==> config.mk <==
export PLATFORM = sky130hd
export DESIGN_NAME = mat_mul_sched
export DESIGN_NICKNAME = d
export VERILOG_FILES = /design/src/rtl/mm_pkg.sv /design/src/rtl/rr_arb2.sv /design/src/rtl/mat_mul_sched.sv
export SDC_FILE = /design/constraint.sdc
export NUM_CORES = 1
export LEC_CHECK = 0
export ABC_AREA = 0
export BUFFER_PORTS_ARGS = -buffer_cell sky130_fd_sc_hd__buf_2
export CAP_MARGIN = 10
export CELL_PAD_IN_SITES_DETAIL_PLACEMENT = 0
export CELL_PAD_IN_SITES_GLOBAL_PLACEMENT = 1
export CORE_AREA = 2 2 449 451
export DETAILED_ROUTE_END_ITERATION = 12
export DIE_AREA = 0 0 451 453
export GPL_ROUTABILITY_DRIVEN = 0
export HOLD_SLACK_MARGIN = 0.12
export PLACE_DENSITY_LB_ADDON = 0.1
export SLEW_MARGIN = 5
export SYNTH_ARGS = -nofsm -noshare
export SYNTH_HDL_FRONTEND = slang
export SYNTH_SLANG_ARGS = --single-unit
export TNS_END_PERCENT = 50
==> constraint.sdc <==
create_clock -name clk -period 45.8 [get_ports clk]
set_clock_uncertainty 0.05 [all_clocks]
set_input_delay 4.58 -clock clk [delete_from_list [all_inputs] [get_ports clk]]
set_output_delay 4.58 -clock clk [all_outputs]
set_load 0.01 [all_outputs]
==> src/rtl/mm_pkg.sv <==
// Shared types and widths for the 5x2 by 2x4 matrix-multiply scheduler.
package mm_pkg;

  localparam int unsigned MM_ELEM_W = 12;
  localparam int unsigned MM_A_W    = 10 * MM_ELEM_W;
  localparam int unsigned MM_B_W    = 8 * MM_ELEM_W;
  localparam int unsigned MM_C_W    = 20 * MM_ELEM_W;
  localparam int unsigned MM_CNT_W  = 4;
  localparam int unsigned MM_JOBS_W = 16;

  typedef enum logic [1:0] {
    IDLE = 2'd0,
    RUN  = 2'd1,
    DONE = 2'd2
  } mm_state_e;

  typedef logic mm_id_t;

  // Operand payload carried from a requester to the datapath
  typedef struct packed {
    logic [MM_A_W-1:0] a;
    logic [MM_B_W-1:0] b;
  } mm_ops_t;

endpackage

==> src/rtl/rr_arb2.sv <==
// Two-input round-robin arbiter; ptr selects the winner only when both request.
module rr_arb2
  import mm_pkg::*;
(
  input  logic [1:0] req,
  input  mm_id_t     ptr,
  output logic [1:0] gnt_c
);

  always_comb begin
    gnt_c = req;
    if (req == 2'b11) begin
      gnt_c = ptr ? 2'b10 : 2'b01;
    end
  end

endmodule

==> src/rtl/mat_mul_sched.sv <==
// Scheduler/sequencer for the shared matrix-multiply datapath.
// Optional job counter enabled by defining MM_SCHED_STATS_EN.
module mat_mul_sched
  import mm_pkg::*;
#(
  parameter int unsigned MM_LAT = 3
) (
  input  logic              clk,
  input  logic              rst,
  input  logic              req0_valid,
  output logic              req0_ready,
  input  logic [MM_A_W-1:0] req0_a,
  input  logic [MM_B_W-1:0] req0_b,
  input  logic              req1_valid,
  output logic              req1_ready,
  input  logic [MM_A_W-1:0] req1_a,
  input  logic [MM_B_W-1:0] req1_b,
  output logic [MM_A_W-1:0] mm_a,
  output logic [MM_B_W-1:0] mm_b,
  input  logic [MM_C_W-1:0] mm_c,
  output logic              res_valid,
  input  logic              res_ready,
  output logic [MM_C_W-1:0] res_c,
  output mm_id_t            res_id
`ifdef MM_SCHED_STATS_EN
  ,
  output logic [MM_JOBS_W-1:0] job_cnt
`endif
);

  mm_state_e             state_q, state_d;
  mm_id_t                rr_q, rr_d;
  logic [MM_CNT_W-1:0]   cnt_q, cnt_d;
  logic [MM_A_W-1:0]     mm_a_d;
  logic [MM_B_W-1:0]     mm_b_d;
  logic [MM_C_W-1:0]     res_c_d;
  mm_id_t                res_id_d;
  logic                  res_valid_d;
  logic [1:0]            gnt_c;
  mm_ops_t               req0_ops, req1_ops, win_ops;

  assign req0_ops = '{a: req0_a, b: req0_b};
  assign req1_ops = '{a: req1_a, b: req1_b};
  assign win_ops  = gnt_c[1] ? req1_ops : req0_ops;

  rr_arb2 u_arb (
    .req   ({req1_valid, req0_valid}),
    .ptr   (rr_q),
    .gnt_c (gnt_c)
  );

  // State and datapath-facing registers
  always_ff @(posedge clk or posedge rst) begin
    if (rst) begin
      state_q   <= IDLE;
      rr_q      <= 1'b0;
      cnt_q     <= '0;
      mm_a      <= '0;
      mm_b      <= '0;
      res_c     <= '0;
      res_id    <= 1'b0;
      res_valid <= 1'b0;
    end else begin
      state_q   <= state_d;
      rr_q      <= rr_d;
      cnt_q     <= cnt_d;
      mm_a      <= mm_a_d;
      mm_b      <= mm_b_d;
      res_c     <= res_c_d;
      res_id    <= res_id_d;
      res_valid <= res_valid_d;
    end
  end

  // Next-state and handshake logic; ready is only offered in IDLE
  always_comb begin
    state_d     = state_q;
    rr_d        = rr_q;
    cnt_d       = cnt_q;
    mm_a_d      = mm_a;
    mm_b_d      = mm_b;
    res_c_d     = res_c;
    res_id_d    = res_id;
    res_valid_d = res_valid;
    req0_ready  = 1'b0;
    req1_ready  = 1'b0;

    case (state_q)
      IDLE: begin
        req0_ready = gnt_c[0];
        req1_ready = gnt_c[1];
        if (|gnt_c) begin
          mm_a_d   = win_ops.a;
          mm_b_d   = win_ops.b;
          res_id_d = gnt_c[1];
          rr_d     = ~gnt_c[1];
          cnt_d    = MM_CNT_W'(MM_LAT);
          state_d  = RUN;
        end
      end
      RUN: begin
        if (cnt_q == '0) begin
          res_c_d     = mm_c;
          res_valid_d = 1'b1;
          state_d     = DONE;
        end else begin
          cnt_d = cnt_q - MM_CNT_W'(1);
        end
      end
      DONE: begin
        if (res_ready) begin
          res_valid_d = 1'b0;
          state_d     = IDLE;
        end
      end
      default: state_d = IDLE;
    endcase
  end

`ifdef MM_SCHED_STATS_EN
  // Completed-job counter, wraps naturally at 16 bits
  always_ff @(posedge clk or posedge rst) begin
    if (rst) begin
      job_cnt <= '0;
    end else if (res_valid && res_ready) begin
      job_cnt <= job_cnt + MM_JOBS_W'(1);
    end
  end
`endif

endmodule
==> results.py, run 1 <==
metrics = {
    "placed_design": {
        "dp_hpwl_microns": 81700,
        "dp_cells": 5015,
        "io_buffers": 1136,
    },
    "global_route": {
        "grt_first_pass_wirelength_microns": 148000,
        "grt_pass1_vias": 18100,
        "antenna_found_initial": 76,
        "grt_overflow": 0,
        "grt_usage": 0.101,
        "grt_max_degree": 186,
    },
    "sta": {
        "max_slew.worst_pin.slew_ps": 1100,
        "timing.final.crit_share": 0.229,
        "setup_viol": 0,
        "slew_violations": 0,
        "fin_crit_ps": 10500,
        "fin_tns_setup_ps": 0,
        "fmax_ghz": 0.0952,
        "fin_hold_ws_ps": 426,
        "rsz0062_at_grt": "false",
        "slew_headroom": 0.265,
        "hold_viol_final": 0,
    },
    "cts": {
        "htreeDepth": 3,
        "hold_buffers": 0,
        "cts_tree": "done",
        "cts-root-buf": "clkbuf_16",
        "cts_setup_buffers": 0,
        "cts.path.max_buffers": 3,
        "cts_made_buffers": 71,
        "clock-sinks": 465,
        "path_clk_slew_ps": 50,
        "cts_resized": 0,
        "clk_latency_ps": 690,
    },
    "floorplanning": {
        "dieArea_sq_mm": 0.204,
        "core_sq_mm": 0.199,
        "io_pins": 1137,
        "die_w_microns": 451,
        "die_h_microns": 453,
        "rows": 164,
        "initial_utilization": 0.0948,
    },
    "route": {
        "wl_microns": 108000,
        "firstDrtPassIters": 5,
        "remaining_drc_errors": 0,
        "drtAntennaViolNets": 0,
        "drtIter0Drc": 897,
        "wire_per_inst_microns": 20.9,
        "via_count": 16900,
        "vias_per_cell": 3.27,
    },
    "synth": {
        "syn_inst": 1328,
        "synth.net_count": 2007,
        "ys_seq_area_frac": 0.616,
        "synth_area_sq_mm": 0.0189,
        "synth_ff_type": "dfrtp_1",
        "synth_cell_types": 38,
        "yosys_warnings": 0,
        "yosysTopAreaCell": "dfrtp_1",
        "synth_area_leaders": "dfrtp_1, mux2_1, a221o_1",
        "synth_top_area_share": 0.616,
        "async_flop_share": 1.00,
        "ys_seq_elements": 465,
        "synth-edff-count": 0,
        "syn_avg_cell_area_sq_um": 14.2,
    },
    "power": {
        "pwr_density_cell_mw_per_mm2": 71.0,
        "cellLeakagePower_uw": 0.0144,
        "irDropWorstVdd_mv": 0.0283,
    },
    "worst_setup_path": {
        "cp.required_ps": 41170,
        "crit_fanout": 13,
        "crit_slowest_cell": "nor2b_1",
        "cpMostUsedCell": "buf_2",
        "crit_path_end_kind": "output port",
        "worst_setup_path_start_kind": "input port",
        "crit_type": "input port to output port",
        "cpPeakStageDelay_ps": 840,
        "arrival_ps": 5870,
        "path_buf_inv": 2,
        "cp_top_family": "simple AND/OR/NAND/NOR gates",
        "cp_cell_sequence": "buf_2 > nor2b_1 > nor3_4 > buf_2",
    },
    "layout": {
        "stdcell_count": 5161,
        "nFillCells": 22500,
        "nets": 3111,
        "area_growth_pct": 57.9,
        "drive_gt1_frac": 0.532,
    },
    "min_path": {
        "hp-class": "flop to flop",
    },
    "run_status": {
        "status": "finished, final reports clean",
    },
    "job": {
        "drv_cap": 0,
    },
}
## layout make-up
type                    count  area (sq um)  share of cell area
clock buffers             106          2110              0.0708
well taps                2656          3320               0.111
flip-flops and latches    465         11600               0.390
diodes                     22          55.1             0.00185
inverters                   5          26.3            0.000881
repair buffers           1155          5850               0.196
clock inverters            18           225             0.00755
multi-input cells         734          6590               0.221
## metal layers
| metal | part of all wire | vias up | track usage |
|---|---|---|---|
| met5 | 0.0027 | - | 0 |
| met4 | 0.032 | 44 | 0.0400 |
| met3 | 0.091 | 214 | 0.0418 |
| met2 | 0.51 | 876 | 0.178 |
| met1 | 0.37 | 8379 | 0.108 |
| li1 | - | 7362 | - |
## synthesized netlist by cell type, types with 2 or more instances
cell type	instances
nor2_1	4
a21oi_1	14
nand3_1	12
a21o_1	3
inv_1	4
mux2_1	189
and3_1	204
nand2b_1	3
or2_1	2
o21ai_0	14
buf_4	2
a221o_1	205
mux2_2	51
buf_2	44
buf_6	19
and2_1	2
dfrtp_1	465
ha_1	2
clkbuf_1	59
a31oi_1	12
## kinds of logic after synthesis
kind of cell | Yosys count | share of synthesized area
compound gates | 254 | 0.124
fa+ha+maj | 2 | 0.00133
buf+inv | 129 | 0.0365
flops | 465 | 0.616
mux | 241 | 0.144
simple gates | 237 | 0.0782
## path summary, 6_finish.rpt
kind | start | end | slack (ps) | cells past startpoint
max | req0_valid | req1_ready | 35300 | 4
min | res_c[109]$_DFFE_PP0P_ | res_c[109]$_DFFE_PP0P_ | 430 | 1
max reg2reg | cnt_q[1]$_DFFE_PP0P_ | res_c[149]$_DFFE_PP0P_ | 40720 | 9
min reg2reg | res_c[109]$_DFFE_PP0P_ | res_c[109]$_DFFE_PP0P_ | 430 | 1
max in group asynchronous | rst | mm_b[75]$_DFFE_PP0P_ | 38840 | 5
min in group asynchronous | rst | mm_b[42]$_DFFE_PP0P_ | 3940 | 2
## cell usage in the layout, fill, tap and decap left out, drive strengths merged, types with 2 or more instances in the layout
| cell | netlist | routed |
|---|---|---|
| nand3 | 12 | 12 |
| mux2 | 240 | 240 |
| buf | 65 | 1155 |
| a21oi | 14 | 14 |
| dfrtp | 465 | 465 |
| a221o | 205 | 205 |
| inv | 5 | 8 |
| bufinv | 0 | 3 |
| ha | 2 | 2 |
| or2 | 2 | 2 |
| and2 | 2 | 2 |
| diode | 0 | 22 |
| clkinv | 0 | 12 |
| clkbuf | 59 | 106 |
| a31oi | 12 | 12 |
| nor3 | 2 | 2 |
| a21o | 3 | 3 |
| and3 | 204 | 204 |
| nand2b | 3 | 3 |
| nor2 | 5 | 5 |
| o21ai | 14 | 14 |
## stage by stage
stage	total power [uW]	setup slack (ps)	instance area, sq um	utilization
2_1_floorplan	1150	28200	18900	-
3_3_place_gp	1590	35210	27400	0.138
3_5_place_dp	1590	35230	27400	0.138
4_1_cts	2180	35210	29800	0.149
5_1_grt	2260	35190	29800	0.150
6_report	2120	35300	29800	0.150
## sequential cells by signal (all words and copies together), names as in the netlist
signal	count
state_q	2
mm_b	96
cnt_q	4
mm_a	120
res_c	240
rr_q	1
res_id	1
res_valid	1
## where the power goes
part / internal [uW] / total (uW) / switching [uW]
registers: 618 / 733 / 115
logic: 355 / 823 / 469
clock network: 336 / 559 / 223
total: 1310 / 2120 / 807
Power figures use the tool's default switching activity.
==> run 2, diff against run 1 <==
--- a/config.mk
+++ b/config.mk
@@ -10,9 +10,9 @@
 export CAP_MARGIN = 10
 export CELL_PAD_IN_SITES_DETAIL_PLACEMENT = 0
 export CELL_PAD_IN_SITES_GLOBAL_PLACEMENT = 1
-export CORE_AREA = 2 2 449 451
+export CORE_AREA = 2 2 443 445
 export DETAILED_ROUTE_END_ITERATION = 12
-export DIE_AREA = 0 0 451 453
+export DIE_AREA = 0 0 445 447
 export GPL_ROUTABILITY_DRIVEN = 0
 export HOLD_SLACK_MARGIN = 0.12
 export PLACE_DENSITY_LB_ADDON = 0.1
==> constraint.sdc (replaced) <==
create_clock -name clk -period 8.8 [get_ports clk]
set_clock_uncertainty 0.05 [all_clocks]
set_input_delay 0.88 -clock clk [delete_from_list [all_inputs] [get_ports clk]]
set_output_delay 0.88 -clock clk [all_outputs]
set_load 0.01 [all_outputs]
==> run 2 against run 1 <==
  * Clock-buffer cell count is 4 lower
  * Sequential power increased to 5.2 times the previous value
  * Clock power grew to 5.2 times the previous value
  * Critical endpoint is now mm_b[74]$_DFFE_PP0P_
==> results.py, run 2 (synthesis results as in run 1) <==
metrics = {
    "floorplanning": {
        "rows": 162,
        "dieArea_sq_mm": 0.199,
        "initial_utilization": 0.0972,
        "core_sq_mm": 0.194,
        "io_pins": 1137,
        "die_h_microns": 447,
        "die_w_microns": 445,
    },
    "sta": {
        "setup_viol": 0,
        "timing.final.crit_share": 0.426,
        "rsz0062_at_grt": "false",
        "fmax_ghz": 0.267,
        "fin_tns_setup_ps": 0,
        "fin_crit_ps": 3750,
        "slew_violations": 0,
        "max_slew.worst_pin.slew_ps": 1400,
        "hold_viol_final": 0,
        "slew_headroom": 0.0667,
    },
    "cts": {
        "cts_resized": 0,
        "cts_made_buffers": 69,
        "clock-sinks": 465,
        "hold_buffers": 0,
        "cts_tree": "done",
        "htreeDepth": 3,
        "cts-root-buf": "clkbuf_16",
        "path_clk_slew_ps": 60,
        "clk_latency_ps": 670,
        "cts_setup_buffers": 0,
        "cts.path.max_buffers": 3,
    },
    "worst_setup_path": {
        "r2r_start": "state_q[0]$_DFFE_PP0P_",
        "crit_fanout": 89,
        "worst_setup_path_start_kind": "input port",
        "crit_end": "mm_b[74]$_DFFE_PP0P_",
        "r2r_cells": 6,
        "crit_path_start": "req1_valid",
        "r2r_end": "mm_b[74]$_DFFE_PP0P_",
        "arrival_ps": 4290,
        "cp.required_ps": 9340,
        "crit_type": "input port to flop",
        "crit_path_end_kind": "flop",
        "regToRegSetupSlack_ps": 5260,
    },
    "placed_design": {
        "dp_hpwl_microns": 81400,
        "io_buffers": 1136,
    },
    "route": {
        "firstDrtPassIters": 5,
        "via_count": 16800,
        "drtAntennaViolNets": 0,
        "drtIter0Drc": 790,
        "remaining_drc_errors": 0,
        "wire_per_inst_microns": 21.6,
        "vias_per_cell": 3.33,
        "wl_microns": 109000,
    },
    "layout": {
        "drive_gt1_frac": 0.532,
        "nFillCells": 21900,
        "area_growth_pct": 57.3,
        "final_cell_mix": "buf_2, dfrtp_1, a221o_1, and3_1, mux2_1",
        "largest_reg_flops": 240,
        "reg_top3": "res_c x240, mm_a x120, mm_b x96",
        "layout_commonest_cell": "buf_2",
        "nets": 3108,
        "regMostFlops": "res_c",
    },
    "min_path": {
        "hp-class": "input port to flop",
        "holdPathStages": 2,
    },
    "power": {
        "pwr_density_cell_mw_per_mm2": 371,
        "p_total_uw": 11000,
        "cellLeakagePower_uw": 0.0144,
        "irDropWorstVdd_mv": 0.136,
    },
    "job": {
        "drv_cap": 0,
    },
    "global_route": {
        "grt_max_degree": 206,
        "grt_pass1_vias": 17800,
        "grt_first_pass_wirelength_microns": 147000,
        "grt_overflow": 0,
        "grt_usage": 0.105,
        "antenna_found_initial": 77,
    },
    "run_status": {
        "status": "finished, final reports clean",
    },
}
run 2: where the power goes:
part,internal (uW),switching [uW]
Sequential,3220,586
Combinational,1850,2460
Clock,1750,1160
run 2: how the worst min path moves through the flow:
| stage | slack, ps | start | end |
|---|---|---|---|
| after floorplan | 450 | state_q[1]$_DFFE_PP0P_ | res_valid$_DFFE_PP0P_ |
| after global routing | 300 | mm_c[48] | res_c[48]$_DFFE_PP0P_ |
| final | 360 | mm_c[105] | res_c[105]$_DFFE_PP0P_ |
| after detailed placement | 420 | res_c[68]$_DFFE_PP0P_ | res_c[68]$_DFFE_PP0P_ |
| after global placement | 410 | res_id$_DFFE_PP0P_ | res_id$_DFFE_PP0P_ |
| after CTS | 250 | mm_c[105] | res_c[105]$_DFFE_PP0P_ |
run 2: per-layer routing:
metal | track usage | wire [microns]
met1 | 0.105 | 38100
met2 | 0.197 | 58900
met3 | 0.0401 | 9150
met4 | 0.0357 | 2490
met5 | 0.00293 | 322
run 2: critical path, stage by stage:
cell and delay [ps]:
buf_2 230, or2_1 560, nand2_8 690, buf_4 570
buf_4 830, a221o_1 300
run 2: area by class of cell:
class,instances,area [sq um],share of cell area
well taps,2542,3180,0.107
clock inverters,22,305,0.0103
clock buffers,102,2020,0.0681
inverters,5,22.5,0.000758
diodes,21,52.6,0.00177
multi-input cells,734,6590,0.222
flip-flops and latches,465,11600,0.392
repair buffers,1154,5900,0.199
run 2: metrics by stage:
step	std cells	utilization	hold slack, ps	instance area [sq um]	setup WS [ps]
floorplan	1328	-	454	18900	1580
global placement	4900	0.141	412	27300	4320
detailed placement	4900	0.141	420	27300	4260
CTS	5024	0.153	252	29600	5030
global route	5038	0.153	297	29700	4860
finish	5045	0.153	364	29700	5050
